==> src/rtl/ibexc_rvfi_trace_packer_if.sv <==
// RVFI retire record inputs plus the packed trace word stream of the trace packer.
// master: the packer (consumes RVFI, drives the stream); slave: the core/sink side.
interface ibexc_rvfi_trace_packer_if;
  logic        rvfi_valid;
  logic [63:0] rvfi_order;
  logic [31:0] rvfi_pc_rdata;
  logic [31:0] rvfi_insn;
  logic        rvfi_trap;
  logic        rvfi_intr;
  logic [4:0]  rvfi_rd_addr;
  logic [31:0] rvfi_rd_wdata;
  logic [31:0] rvfi_mem_addr;
  logic [3:0]  rvfi_mem_rmask;
  logic [3:0]  rvfi_mem_wmask;
  logic        rvfi_mem_is_cap;

  logic        trace_valid_o;
  logic        trace_ready_i;
  logic [31:0] trace_data_o;
  logic        trace_last_o;

  modport master (
    input  rvfi_valid, rvfi_order, rvfi_pc_rdata, rvfi_insn, rvfi_trap, rvfi_intr,
    input  rvfi_rd_addr, rvfi_rd_wdata, rvfi_mem_addr, rvfi_mem_rmask, rvfi_mem_wmask,
    input  rvfi_mem_is_cap,
    input  trace_ready_i,
    output trace_valid_o, trace_data_o, trace_last_o
  );

  modport slave (
    output rvfi_valid, rvfi_order, rvfi_pc_rdata, rvfi_insn, rvfi_trap, rvfi_intr,
    output rvfi_rd_addr, rvfi_rd_wdata, rvfi_mem_addr, rvfi_mem_rmask, rvfi_mem_wmask,
    output rvfi_mem_is_cap,
    output trace_ready_i,
    input  trace_valid_o, trace_data_o, trace_last_o
  );
endinterface

==> src/rtl/ibexc_rvfi_trace_packer.sv <==
// Buffers RVFI retire records in a small FIFO and serializes each into 3-6 trace words.
// The core is never stalled: records arriving at a full FIFO are dropped and reported in-band.
module ibexc_rvfi_trace_packer #(
  parameter int unsigned Depth    = 4,
  parameter int unsigned DropCntW = 16
) (
  input  logic                         clk_i,
  input  logic                         rst_i,
  input  logic                         enable_i,
  ibexc_rvfi_trace_packer_if.master    bus,
  output logic [DropCntW-1:0]          drop_cnt_o,
  output logic [$clog2(Depth+1)-1:0]   fifo_level_o
);

  localparam int unsigned LvlW = $clog2(Depth + 1);
  localparam int unsigned PtrW = $clog2(Depth);

  typedef struct packed {
    logic [DropCntW-1:0] drops;
    logic                trap;
    logic                intr;
    logic                is_cap;
    logic [4:0]          rd_addr;
    logic [3:0]          rmask;
    logic [3:0]          wmask;
    logic [9:0]          order;
    logic [31:0]         pc;
    logic [31:0]         insn;
    logic [31:0]         rd_wdata;
    logic [31:0]         mem_addr;
  } rec_t;

  typedef enum logic [2:0] {
    S_IDLE,
    S_DROP,
    S_HDR,
    S_PC,
    S_INSN,
    S_RD,
    S_MEM
  } state_e;

  function automatic logic [DropCntW-1:0] sat_inc(input logic [DropCntW-1:0] v);
    return (v == '1) ? v : v + DropCntW'(1);
  endfunction

  function automatic state_e first_state(input logic [DropCntW-1:0] drops);
    return (drops != '0) ? S_DROP : S_HDR;
  endfunction

  function automatic logic has_rd(input rec_t r);
    return r.rd_addr != 5'd0;
  endfunction

  function automatic logic has_mem(input rec_t r);
    return (r.rmask | r.wmask) != 4'd0;
  endfunction

  state_e              state_q, state_d;
  logic [LvlW-1:0]     level_q, level_d;
  logic [PtrW-1:0]     wr_ptr_q, wr_ptr_d;
  logic [PtrW-1:0]     rd_ptr_q, rd_ptr_d;
  logic [DropCntW-1:0] pend_drop_q, pend_drop_d;
  logic [DropCntW-1:0] drop_cnt_q, drop_cnt_d;
  rec_t                mem_q [Depth];

  logic capture, full, push, drop, fire, pop;
  rec_t in_rec, head, next_rec;
  state_e after_rec;
  logic unused_order;

  assign unused_order = ^bus.rvfi_order[63:10];

  // ---- capture / FIFO control ----
  assign capture = bus.rvfi_valid & enable_i;
  assign full    = (level_q == LvlW'(Depth));
  assign push    = capture & ~full;
  assign drop    = capture & full;
  assign fire    = bus.trace_valid_o & bus.trace_ready_i;
  assign pop     = fire & bus.trace_last_o;

  always_comb begin
    in_rec          = '0;
    in_rec.drops    = pend_drop_q;
    in_rec.trap     = bus.rvfi_trap;
    in_rec.intr     = bus.rvfi_intr;
    in_rec.is_cap   = bus.rvfi_mem_is_cap;
    in_rec.rd_addr  = bus.rvfi_rd_addr;
    in_rec.rmask    = bus.rvfi_mem_rmask;
    in_rec.wmask    = bus.rvfi_mem_wmask;
    in_rec.order    = bus.rvfi_order[9:0];
    in_rec.pc       = bus.rvfi_pc_rdata;
    in_rec.insn     = bus.rvfi_insn;
    in_rec.rd_wdata = bus.rvfi_rd_wdata;
    in_rec.mem_addr = bus.rvfi_mem_addr;
  end

  assign head     = mem_q[rd_ptr_q];
  assign next_rec = mem_q[rd_ptr_q + PtrW'(1)];

  always_comb begin
    level_d     = level_q + LvlW'(push) - LvlW'(pop);
    wr_ptr_d    = push ? wr_ptr_q + PtrW'(1) : wr_ptr_q;
    rd_ptr_d    = pop  ? rd_ptr_q + PtrW'(1) : rd_ptr_q;
    pend_drop_d = pend_drop_q;
    drop_cnt_d  = drop_cnt_q;
    if (push) begin
      pend_drop_d = '0;
    end else if (drop) begin
      pend_drop_d = sat_inc(pend_drop_q);
      drop_cnt_d  = sat_inc(drop_cnt_q);
    end
  end

  // ---- state and control registers ----
  always_ff @(posedge clk_i) begin
    if (rst_i) begin
      state_q     <= S_IDLE;
      level_q     <= '0;
      wr_ptr_q    <= '0;
      rd_ptr_q    <= '0;
      pend_drop_q <= '0;
      drop_cnt_q  <= '0;
    end else begin
      state_q     <= state_d;
      level_q     <= level_d;
      wr_ptr_q    <= wr_ptr_d;
      rd_ptr_q    <= rd_ptr_d;
      pend_drop_q <= pend_drop_d;
      drop_cnt_q  <= drop_cnt_d;
    end
  end

  always_ff @(posedge clk_i) begin
    if (push) begin
      mem_q[wr_ptr_q] <= in_rec;
    end
  end

  // ---- next-state ----
  // The record that follows a finished one may be the entry being pushed this very
  // edge, so it is taken from the capture inputs to avoid an inter-record bubble.
  always_comb begin
    if (level_q > LvlW'(1)) begin
      after_rec = first_state(next_rec.drops);
    end else if (push) begin
      after_rec = first_state(pend_drop_q);
    end else begin
      after_rec = S_IDLE;
    end
  end

  always_comb begin
    state_d = state_q;
    unique case (state_q)
      S_IDLE: begin
        if (level_q != '0) begin
          state_d = first_state(head.drops);
        end else if (push) begin
          state_d = first_state(pend_drop_q);
        end
      end
      S_DROP: if (fire) state_d = S_HDR;
      S_HDR:  if (fire) state_d = S_PC;
      S_PC:   if (fire) state_d = S_INSN;
      S_INSN: begin
        if (fire) begin
          if (has_rd(head))       state_d = S_RD;
          else if (has_mem(head)) state_d = S_MEM;
          else                    state_d = after_rec;
        end
      end
      S_RD: begin
        if (fire) state_d = has_mem(head) ? S_MEM : after_rec;
      end
      S_MEM:  if (fire) state_d = after_rec;
      default: state_d = S_IDLE;
    endcase
  end

  // ---- output select ----
  always_comb begin
    bus.trace_valid_o = 1'b0;
    bus.trace_data_o  = '0;
    bus.trace_last_o  = 1'b0;
    unique case (state_q)
      S_IDLE: ;
      S_DROP: begin
        bus.trace_valid_o = 1'b1;
        bus.trace_data_o  = 32'hD000_0000 | 32'(head.drops);
      end
      S_HDR: begin
        bus.trace_valid_o = 1'b1;
        bus.trace_data_o  = {4'hA, head.trap, head.intr, has_rd(head), has_mem(head),
                             head.is_cap, head.rd_addr, head.rmask, head.wmask, head.order};
      end
      S_PC: begin
        bus.trace_valid_o = 1'b1;
        bus.trace_data_o  = head.pc;
      end
      S_INSN: begin
        bus.trace_valid_o = 1'b1;
        bus.trace_data_o  = head.insn;
        bus.trace_last_o  = ~has_rd(head) & ~has_mem(head);
      end
      S_RD: begin
        bus.trace_valid_o = 1'b1;
        bus.trace_data_o  = head.rd_wdata;
        bus.trace_last_o  = ~has_mem(head);
      end
      S_MEM: begin
        bus.trace_valid_o = 1'b1;
        bus.trace_data_o  = head.mem_addr;
        bus.trace_last_o  = 1'b1;
      end
      default: ;
    endcase
  end

  assign drop_cnt_o   = drop_cnt_q;
  assign fifo_level_o = level_q;

endmodule
==> src/flat_wrapper.sv <==
// flat-port wrapper written by rule: the top's interface ports become plain ports
module ibexc_rvfi_trace_packer_flat 
#(
  parameter int unsigned Depth    = 4,
  parameter int unsigned DropCntW = 16
)
  (clk_i, rst_i, enable_i, drop_cnt_o, fifo_level_o, bus_rvfi_valid, bus_rvfi_order, bus_rvfi_pc_rdata, bus_rvfi_insn, bus_rvfi_trap, bus_rvfi_intr, bus_rvfi_rd_addr, bus_rvfi_rd_wdata, bus_rvfi_mem_addr, bus_rvfi_mem_rmask, bus_rvfi_mem_wmask, bus_rvfi_mem_is_cap, bus_trace_ready_i, bus_trace_valid_o, bus_trace_data_o, bus_trace_last_o);
  ibexc_rvfi_trace_packer_if bus_i ();
  input  logic clk_i;
  input  logic rst_i;
  input  logic enable_i;
  output logic [DropCntW-1:0] drop_cnt_o;
  output logic [$clog2(Depth+1)-1:0] fifo_level_o;
  input wire logic [$bits(bus_i.rvfi_valid)-1:0] bus_rvfi_valid;
  input wire logic [$bits(bus_i.rvfi_order)-1:0] bus_rvfi_order;
  input wire logic [$bits(bus_i.rvfi_pc_rdata)-1:0] bus_rvfi_pc_rdata;
  input wire logic [$bits(bus_i.rvfi_insn)-1:0] bus_rvfi_insn;
  input wire logic [$bits(bus_i.rvfi_trap)-1:0] bus_rvfi_trap;
  input wire logic [$bits(bus_i.rvfi_intr)-1:0] bus_rvfi_intr;
  input wire logic [$bits(bus_i.rvfi_rd_addr)-1:0] bus_rvfi_rd_addr;
  input wire logic [$bits(bus_i.rvfi_rd_wdata)-1:0] bus_rvfi_rd_wdata;
  input wire logic [$bits(bus_i.rvfi_mem_addr)-1:0] bus_rvfi_mem_addr;
  input wire logic [$bits(bus_i.rvfi_mem_rmask)-1:0] bus_rvfi_mem_rmask;
  input wire logic [$bits(bus_i.rvfi_mem_wmask)-1:0] bus_rvfi_mem_wmask;
  input wire logic [$bits(bus_i.rvfi_mem_is_cap)-1:0] bus_rvfi_mem_is_cap;
  input wire logic [$bits(bus_i.trace_ready_i)-1:0] bus_trace_ready_i;
  output wire logic [$bits(bus_i.trace_valid_o)-1:0] bus_trace_valid_o;
  output wire logic [$bits(bus_i.trace_data_o)-1:0] bus_trace_data_o;
  output wire logic [$bits(bus_i.trace_last_o)-1:0] bus_trace_last_o;
  assign bus_i.rvfi_valid = bus_rvfi_valid;
  assign bus_i.rvfi_order = bus_rvfi_order;
  assign bus_i.rvfi_pc_rdata = bus_rvfi_pc_rdata;
  assign bus_i.rvfi_insn = bus_rvfi_insn;
  assign bus_i.rvfi_trap = bus_rvfi_trap;
  assign bus_i.rvfi_intr = bus_rvfi_intr;
  assign bus_i.rvfi_rd_addr = bus_rvfi_rd_addr;
  assign bus_i.rvfi_rd_wdata = bus_rvfi_rd_wdata;
  assign bus_i.rvfi_mem_addr = bus_rvfi_mem_addr;
  assign bus_i.rvfi_mem_rmask = bus_rvfi_mem_rmask;
  assign bus_i.rvfi_mem_wmask = bus_rvfi_mem_wmask;
  assign bus_i.rvfi_mem_is_cap = bus_rvfi_mem_is_cap;
  assign bus_i.trace_ready_i = bus_trace_ready_i;
  assign bus_trace_valid_o = bus_i.trace_valid_o;
  assign bus_trace_data_o = bus_i.trace_data_o;
  assign bus_trace_last_o = bus_i.trace_last_o;
  ibexc_rvfi_trace_packer #(.Depth(Depth), .DropCntW(DropCntW)) u_core (.clk_i(clk_i), .rst_i(rst_i), .enable_i(enable_i), .bus(bus_i), .drop_cnt_o(drop_cnt_o), .fifo_level_o(fifo_level_o));
endmodule
==> config.mk <==
export PLATFORM = sky130hd
export DESIGN_NAME = ibexc_rvfi_trace_packer_flat
export DESIGN_NICKNAME = d
export VERILOG_FILES = /design/src/rtl/ibexc_rvfi_trace_packer_if.sv /design/src/rtl/ibexc_rvfi_trace_packer.sv /design/src/flat_wrapper.sv
export SDC_FILE = /design/constraint.sdc
export NUM_CORES = 1
export LEC_CHECK = 0
export ABC_AREA = 1
export CORE_MARGIN = 2
export CORE_UTILIZATION = 34
export CTS_BUF_LIST = sky130_fd_sc_hd__clkbuf_4 sky130_fd_sc_hd__clkbuf_8
export CTS_CLUSTER_DIAMETER = 200
export DETAILED_ROUTE_END_ITERATION = 8
export PLACE_DENSITY_LB_ADDON = 0.1
export SLEW_MARGIN = 20
export SYNTH_ARGS = -nofsm -noshare
export SYNTH_HDL_FRONTEND = slang
export SYNTH_SLANG_ARGS = --single-unit
==> constraint.sdc <==
create_clock -name clk_i -period 19.7 [get_ports clk_i]
set_input_delay 1.97 -clock clk_i [delete_from_list [all_inputs] [get_ports clk_i]]
set_output_delay 1.97 -clock clk_i [all_outputs]
set_load 0.01 [all_outputs]
==> results.ini, run 1 <==
[job]
maxCapViolations=0

[power_and_ir_drop]
pwr_density_cell_mw_per_mm2=97.4
p_leak_nw=11.9
irDropWorstVdd_mv=0.0596

[worst_setup_path]
cp.required_ps=17730
startpoint_type=register
timing.rr.end=u_core.fifo_level_o[2]$_SDFF_PP0_
ff2ff_setup_slack_ps=15290
worstRegToRegCells=20
crit_path_end_kind=output pin
crit_type=reg -> out
worst_ep_arrival_time_ps=5460
worstPathMaxFanout=85

[routing]
wl_um=85400
wl_per_cell_um=22.0
dr.pass1.iters=5
antenna_left=0
drc=0
detailroute.via_count=19500
via_per_inst=5.02
dr.first_iter.drc_count=1384

[timing]
post-route-period-util_pct=37.7
fin_setup_tns_ps=0
skew_ps=32.9
hold_violations=0
slew_violations=0
fmax_mhz=135
rsz0062_at_grt=false
tightest_slew_ps=1020
maxSlewHeadroom_pct=32.2
timing.final.crit_period_ps=7430
setup_viol=0

[placement]
port_buffers=211
gp_congestion=0.816
place_inst=3663
post_dp_cell_area_mm2=0.0324
dp_hpwl_um=50900

[finish]
final_util_pct=40.8
final_common_cell=edfxtp_1
final_cell_mix=edfxtp_1 (680), nand2_1 (405), nor2_1 (347)
area_delta_synth_final_pct=19.0
fillers=8060
final_layout_size_suffix_gt1_share_pct=8.95
nNetsFinal=2865
fin_area_mm2=0.0348
final_cell_count_no_fill=3883

[outcome]
status=completed

[die]
coreArea_mm2=0.0853
num_rows=107
die_area_mm2=0.0885
dieWidth_um=297
io_pins=266
die_h_um=297
start_util_pct=34.3

[global_routing]
grt_pass1_vias=19400
antenna_found_initial=3
grt_pass1_wl_um=126000
grt_max_degree=150
overflow=0
grt_util_all_layers_pct=19.0

[synthesis]
synth-edff-count=680
synth_warnings=0
synth_top_flop_cell=edfxtp_1
synth_area_mm2=0.0293
postSynthAreaPerCell_um2=12.2
syn_inst=2409
syn_nets=2633
ys_ff_latch=724
synthArstFlopShare_pct=0
synth-seq-area-share_pct=72.7
synth.distinct_cells=47

[min_path]
worstHoldStart=u_core.drop_cnt_o[15]$_SDFFE_PP0P_
min_to=u_core.drop_cnt_o[15]$_SDFFE_PP0P_
hp-class=reg -> reg
min_delay_path_depth=2

[clocking]
clock_latency_ps=740
cts_sinks=724
clock_path_buffers=3
numCtsBuffers=120
clk_pin_slew_ps=60
cts_resized=0
cts_tree=built
htree_levels=3
cts_root_buffer=clkbuf_8
hold_buffers=0
cts_setup_buffers=0

==> cell type report <==
cell class / instances / area [µm²] / area share [%]
antenna: 2 / 5.00 / 0.0144
clock buffer: 167 / 2020 / 5.81
clock inverter: 51 / 390 / 1.12
inverter: 90 / 350 / 1.01
multi-input combinational: 1463 / 6980 / 20.0
sequential: 724 / 21300 / 61.2
tap: 1144 / 1430 / 4.11
timing repair buffer: 242 / 2340 / 6.73
==> cell families after synthesis <==
logic type | after synthesis | synth area share (%)
simple gates | 931 | 13.1
flops | 724 | 72.7
fa+ha+maj | 11 | 0.496
xor+xnor | 8 | 0.239
compound gates | 513 | 9.87
buf+inv | 222 | 3.58
==> synthesized netlist by cell type, types with 3 or more instances <==
master	number	area, µm²
a221oi_1	16	140
o2111ai_1	8	70.1
xnor2_1	4	35.0
nand3_1	105	526
a31oi_1	10	62.6
nand4_1	20	125
nor4_1	3	18.8
o211ai_1	3	22.5
inv_1	86	323
nor3_1	23	115
buf_2	52	260
buf_4	12	90.1
nor3b_1	6	45.0
dfxtp_1	44	881
a21oi_1	77	385
nand2_1	405	1520
edfxtp_1	680	20400
xor2_1	4	35.0
nor2_1	352	1320
buf_6	13	146
nor4b_1	7	61.3
o21ai_1	10	50.1
ha_1	10	125
o21ai_0	274	1370
o22ai_1	94	588
clkbuf_1	52	195
a32o_1	10	100
==> metrics by stage <==
stage	setup slack, ps	power, W	hold WS, ps
finish	12270	0.00339	486
global placement	13050	0.00209	478
CTS	12180	0.00344	487
floorplan	9380	0.00190	463
detailed placement	13030	0.00210	474
global route	11990	0.00353	512
==> worst max-delay path: stages (launching register included) <==
cell             delay [ps]
dfxtp_4                 370
buf_4                   640
buf_4                   880
buf_4                   790
o21ai_0                 190
o21ai_0                 510
a221oi_1                220
o2111ai_1               170
clkdlybuf4s50_1         740
==> power by group <==
group,internal [W],switching (W),leakage [nW]
sequential,0.00173,0.0000162,6.56
clock,0.000729,0.000605,1.28
combinational,0.000120,0.000196,4.06
==> sequential cells by signal, indices dropped and copies added (netlist names), named ones only <==
name / flops
u_core.state_q: 3
u_core.rd_ptr_q: 2
u_core.fifo_level_o: 3
u_core.wr_ptr_q: 2
u_core.pend_drop_q: 16
u_core.mem_q: 680
u_core.drop_cnt_o: 16
==> per-layer routing <==
metal	GRT usage [%]	vias to the layer above	share of wire [%]
met1	26.1	9700	46
met3	3.07	119	4.6
met2	31.1	495	48
met5	0	-	0.012
met4	5.25	2	1.9
li1	-	9195	-
==> how the worst max path moves through the flow <==
stage / start / endpoint / slack, ps / cells past startpoint
final: register / bus_trace_data_o[13] / 12270 / 8
after floorplan: bus_rvfi_valid / u_core.mem_q[0][0]$_DFFE_PP_ / 9380 / 4
after detailed placement: register / bus_trace_data_o[13] / 13030 / 8
after global routing: register / bus_trace_data_o[13] / 11990 / 8
after CTS: register / bus_trace_data_o[13] / 12180 / 8
after global placement: register / bus_trace_data_o[13] / 13050 / 8
No activity file was read; power rests on OpenSTA's default activity.
==> run 2: changes to the inputs <==
==> constraint.sdc (replaced) <==
create_clock -name clk_i -period 6.63 [get_ports clk_i]
set_input_delay 0.663 -clock clk_i [delete_from_list [all_inputs] [get_ports clk_i]]
set_output_delay 0.663 -clock clk_i [all_outputs]
set_load 0.01 [all_outputs]
==> run 2 against run 1 <==
Compared with the run above:
- critical path depth down 1
- non-clock buffer count is 5 lower
- sequential power increased to 3.0 times the previous value
- via count up 0.25%
- utilization up 0.17 points
- register-to-register slack got worse by 13000 ps
- largest power group unchanged
- combinational power rose to 3.0 times the previous value
- worst hold slack better by 1.5 ps
- sequential share of layout area fell by 0.25 points
- total power rose to 3.0 times the previous value
- critical path type unchanged
==> results.ini, run 2 (same netlist as run 1, synthesis figures left out) <==
[outcome]
status=completed

[power_and_ir_drop]
pwr_density_cell_mw_per_mm2=290
p_leak_nw=11.9
irDropWorstVdd_mv=0.174
power.total_w=0.0102

[finish]
final_common_cell=edfxtp_1
area_delta_synth_final_pct=19.4
final_cell_count_no_fill=3894
final_layout_size_suffix_gt1_share_pct=8.85
largest-register=u_core.mem_q
final_cell_mix=edfxtp_1 (680), nand2_1 (405), nor2_1 (347)
fillers=8093
nNetsFinal=2873
largest_register_ffs=680

[timing]
hold_violations=0
timing.final.crit_period_ps=5390
maxSlewHeadroom_pct=24.1
fin_ws_ps=1240
rsz0062_at_grt=false
skew_ps=29.2
setup_viol=0
slew_violations=0
tightest_slew_ps=1140
post-route-period-util_pct=81.3
fmax_mhz=185
fin_setup_tns_ps=0

[worst_setup_path]
crit_type=reg -> out
startpoint_type=register
cp.required_ps=5970
worst_ep_arrival_time_ps=4730
ff2ff_setup_slack_ps=2180
worstPathMaxFanout=153
crit_path_end_kind=output pin

[die]
io_pins=266
coreArea_mm2=0.0853
start_util_pct=34.3
num_rows=107
die_h_um=297
dieWidth_um=297
die_area_mm2=0.0885

[clocking]
cts_tree=built
clk_pin_slew_ps=60
cts_setup_buffers=0
numCtsBuffers=133
cts_sinks=724
clock_latency_ps=770
htree_levels=4
cts_resized=0
clock_path_buffers=3
cts_root_buffer=clkbuf_8
hold_buffers=0

[routing]
antenna_left=0
wl_per_cell_um=22.0
drc=0
detailroute.via_count=19600
via_per_inst=5.02
dr.first_iter.drc_count=1589
wl_um=85800
dr.pass1.iters=5

[global_routing]
overflow=0
grt_pass1_vias=19400
grt_util_all_layers_pct=19.2
antenna_found_initial=6
grt_pass1_wl_um=127000
grt_max_degree=165

[min_path]
hp-class=reg -> reg

[placement]
port_buffers=211
dp_hpwl_um=49800
pre_cts_ws_ps=1950
gp_congestion=0.814
place_inst=3658

[job]
maxCapViolations=0

## run 2: stage by stage
step	hold WS [ps]	area (µm²)	util, %
final	487	35000	41.0
after global placement	477	32500	38.1
after CTS	420	35000	41.0
after global routing	462	35000	41.0
after floorplan	463	29300	-
after detailed placement	483	32500	38.1
## run 2: worst paths after layout
check / from / endpoint / cells past startpoint
worst max-delay path: register / bus_trace_data_o[13] / 7
worst min-delay path: u_core.drop_cnt_o[15]$_SDFFE_PP0P_ / u_core.drop_cnt_o[15]$_SDFFE_PP0P_ / 2
worst max register to register: register / u_core.fifo_level_o[2]$_SDFF_PP0_ / 19
worst min register to register: u_core.drop_cnt_o[15]$_SDFFE_PP0P_ / u_core.drop_cnt_o[15]$_SDFFE_PP0P_ / 2
## run 2: routing by layer
layer	global-route usage [%]	routed length (µm)
met1	26.5	39100
met5	0	13
met4	5.66	1660
met2	30.9	41000
met3	3.64	4010
## run 2: cell type report
type / instances / area (µm²) / area share (%)
clock buffers: 174 / 2180 / 6.22
well taps: 1144 / 1430 / 4.09
repair buffers: 237 / 2390 / 6.85
flip-flops and latches: 724 / 21300 / 60.9
clock inverters: 58 / 324 / 0.927
diodes: 4 / 10.0 / 0.0286
inverters: 90 / 350 / 1.00
multi-input cells: 1463 / 6980 / 19.9
## run 2: where the power goes
group,switching [W],internal [W]
clock,0.00182,0.00221
combinational,0.000581,0.000360
sequential,0.0000491,0.00513
## run 2: worst max-delay path: stages (launching register included)
cell and delay [ps]:
dfxtp_4 610, inv_8 810, buf_4 940, o21ai_0 170, o22ai_1 190, nand2_1 170, o2111ai_1 190, clkdlybuf4s50_1 740
==> run 3: changes to the inputs <==
==> constraint.sdc (replaced) <==
create_clock -name clk_i -period 5 [get_ports clk_i]
set_input_delay 0.5 -clock clk_i [delete_from_list [all_inputs] [get_ports clk_i]]
set_output_delay 0.5 -clock clk_i [all_outputs]
set_load 0.01 [all_outputs]
==> run 3 against run 2 <==
Compared with the run above:
- sequential share of layout area down 0.42 points
- clock skew grew 18 ps
- register-to-register slack got worse by 730 ps
- global-route usage down 0.28 points
- sequential power increased by 32%
- via count about the same
- setup slack worse by 870 ps
- first-iteration DRC count down 8.1%
- cell count rose by 0.39%
- final area is 0.70% higher
- clock-buffer cell count rose by 16
- wire length fell by 0.95%
- largest cell class unchanged
- largest power group unchanged
- highest routed layer unchanged
==> results.ini, run 3 (same netlist as run 1, synthesis figures left out) <==
[outcome]
status=completed

[worst_setup_path]
cpPeakStageDelay_ps=990
crit_chain=inv_1, nand3_1, inv_2, a221oi_1, o2111ai_1, clkdlybuf4s50_1
timing.rr.end=u_core.fifo_level_o[2]$_SDFF_PP0_
crit_type=reg -> out
crit_path_end_kind=output pin
cp.required_ps=4500
worstRegToRegCells=19
worst_ep_arrival_time_ps=4130
crit_path_top_delay_cell=a221oi_1
ff2ff_setup_slack_ps=1450
startpoint_type=register
worstPathMaxFanout=27

[timing]
hold_violations=0
skew_ps=46.8
slew_violations=0
fmax_mhz=216
timing.final.crit_period_ps=4630
fin_hold_ws_ps=346
setup_viol=0
post-route-period-util_pct=92.7
tightest_slew_ps=1030
maxSlewHeadroom_pct=31.0
rsz0062_at_grt=false
fin_setup_tns_ps=0

[die]
start_util_pct=34.3
die_h_um=297
dieWidth_um=297
coreArea_mm2=0.0853
io_pins=266
num_rows=107
die_area_mm2=0.0885

[finish]
multi_input_area_mm2=0.00698
final_common_cell=edfxtp_1
final_cell_mix=edfxtp_1 (680), nand2_1 (405), nor2_1 (347)
fillers=8028
nNetsFinal=2884
seq_area_mm2=0.0213
largest_register_ffs=680
area_delta_synth_final_pct=20.3
final_layout_size_suffix_gt1_share_pct=10.0
final_util_pct=41.3
largest-register=u_core.mem_q

[clocking]
cts_resized=0
cts_setup_buffers=0
clock_latency_ps=780
hold_buffers=0
clk_pin_slew_ps=50
numCtsBuffers=132
clock_path_buffers=3
cts_sinks=724
cts_root_buffer=clkbuf_8
cts_tree=built
htree_levels=4

[min_path]
hp-class=in -> reg
min_to=u_core.mem_q[1][118]$_DFFE_PP_
worstHoldStart=bus_rvfi_pc_rdata[22]
min_delay_path_depth=1

[global_routing]
grt_max_degree=180
antenna_found_initial=10
grt_pass1_wl_um=125000
overflow=0
grt_pass1_vias=19200
grt_util_all_layers_pct=19.0

[routing]
detailroute.via_count=19600
antenna_left=0
wl_um=85000
drc=0
via_per_inst=5.00
wl_per_cell_um=21.7
dr.first_iter.drc_count=1461
dr.pass1.iters=5

[power_and_ir_drop]
pwr_density_cell_mw_per_mm2=386
p_leak_nw=12.1
irDropWorstVdd_mv=0.185
power.total_w=0.0136

[placement]
gp_congestion=0.811
dp_hpwl_um=50000
port_buffers=211

[job]
maxCapViolations=0

[run 3: routing by layer]
| metal | vias to the layer above | track usage (%) | share of wire (%) |
|---|---|---|---|
| li1 | 9250 | - | - |
| met1 | 9638 | 25.4 | 44 |
| met2 | 534 | 31.1 | 48 |
| met3 | 127 | 3.78 | 5.6 |
| met4 | 4 | 5.57 | 2.0 |
| met5 | - | 0 | 0.026 |
[run 3: power by group]
part	internal [W]	total, W	switching [W]
Combinational	0.000493	0.00126	0.000765
Sequential	0.00680	0.00686	0.0000642
Clock	0.00300	0.00548	0.00248
[run 3: critical path: cells and delay by family, from the launching register on]
kind | cells | cell delay, ps
compound gates | 2 | 1320
buf+inv | 3 | 1170
flops | 1 | 680
simple gates | 1 | 190
[run 3: area by class of cell]
type	count	share of cell area, %
multi-input cells	1463	19.8
flip-flops and latches	724	60.5
diodes	6	0.0426
clock buffers	190	6.43
clock inverters	43	0.917
well taps	1144	4.06
inverters	90	0.995
repair buffers	249	7.23
[run 3: how the worst max path moves through the flow]
stage                                      startpoint                      endpoint  cells after the start
finish                 u_core.state_q[1]$_SDFFE_PP0P_          bus_trace_data_o[15]                      6
global route                                 register          bus_trace_data_o[21]                      8
CTS                                          register          bus_trace_data_o[21]                      8
detailed placement                           register          bus_trace_data_o[21]                      8
global placement                             register          bus_trace_data_o[21]                      8
floorplan           u_core.fifo_level_o[1]$_SDFF_PP0_  u_core.mem_q[0][0]$_DFFE_PP_                      4
[run 3: per-stage QoR]
stage / cells / worst slack (ps) / area [µm²]
global route: 3906 / 153 / 35200
global placement: 3670 / 1210 / 32600
finish: 3909 / 366 / 35200
floorplan: 2409 / -1030 / 29300
detailed placement: 3670 / 1210 / 32600
CTS: 3903 / 349 / 35200
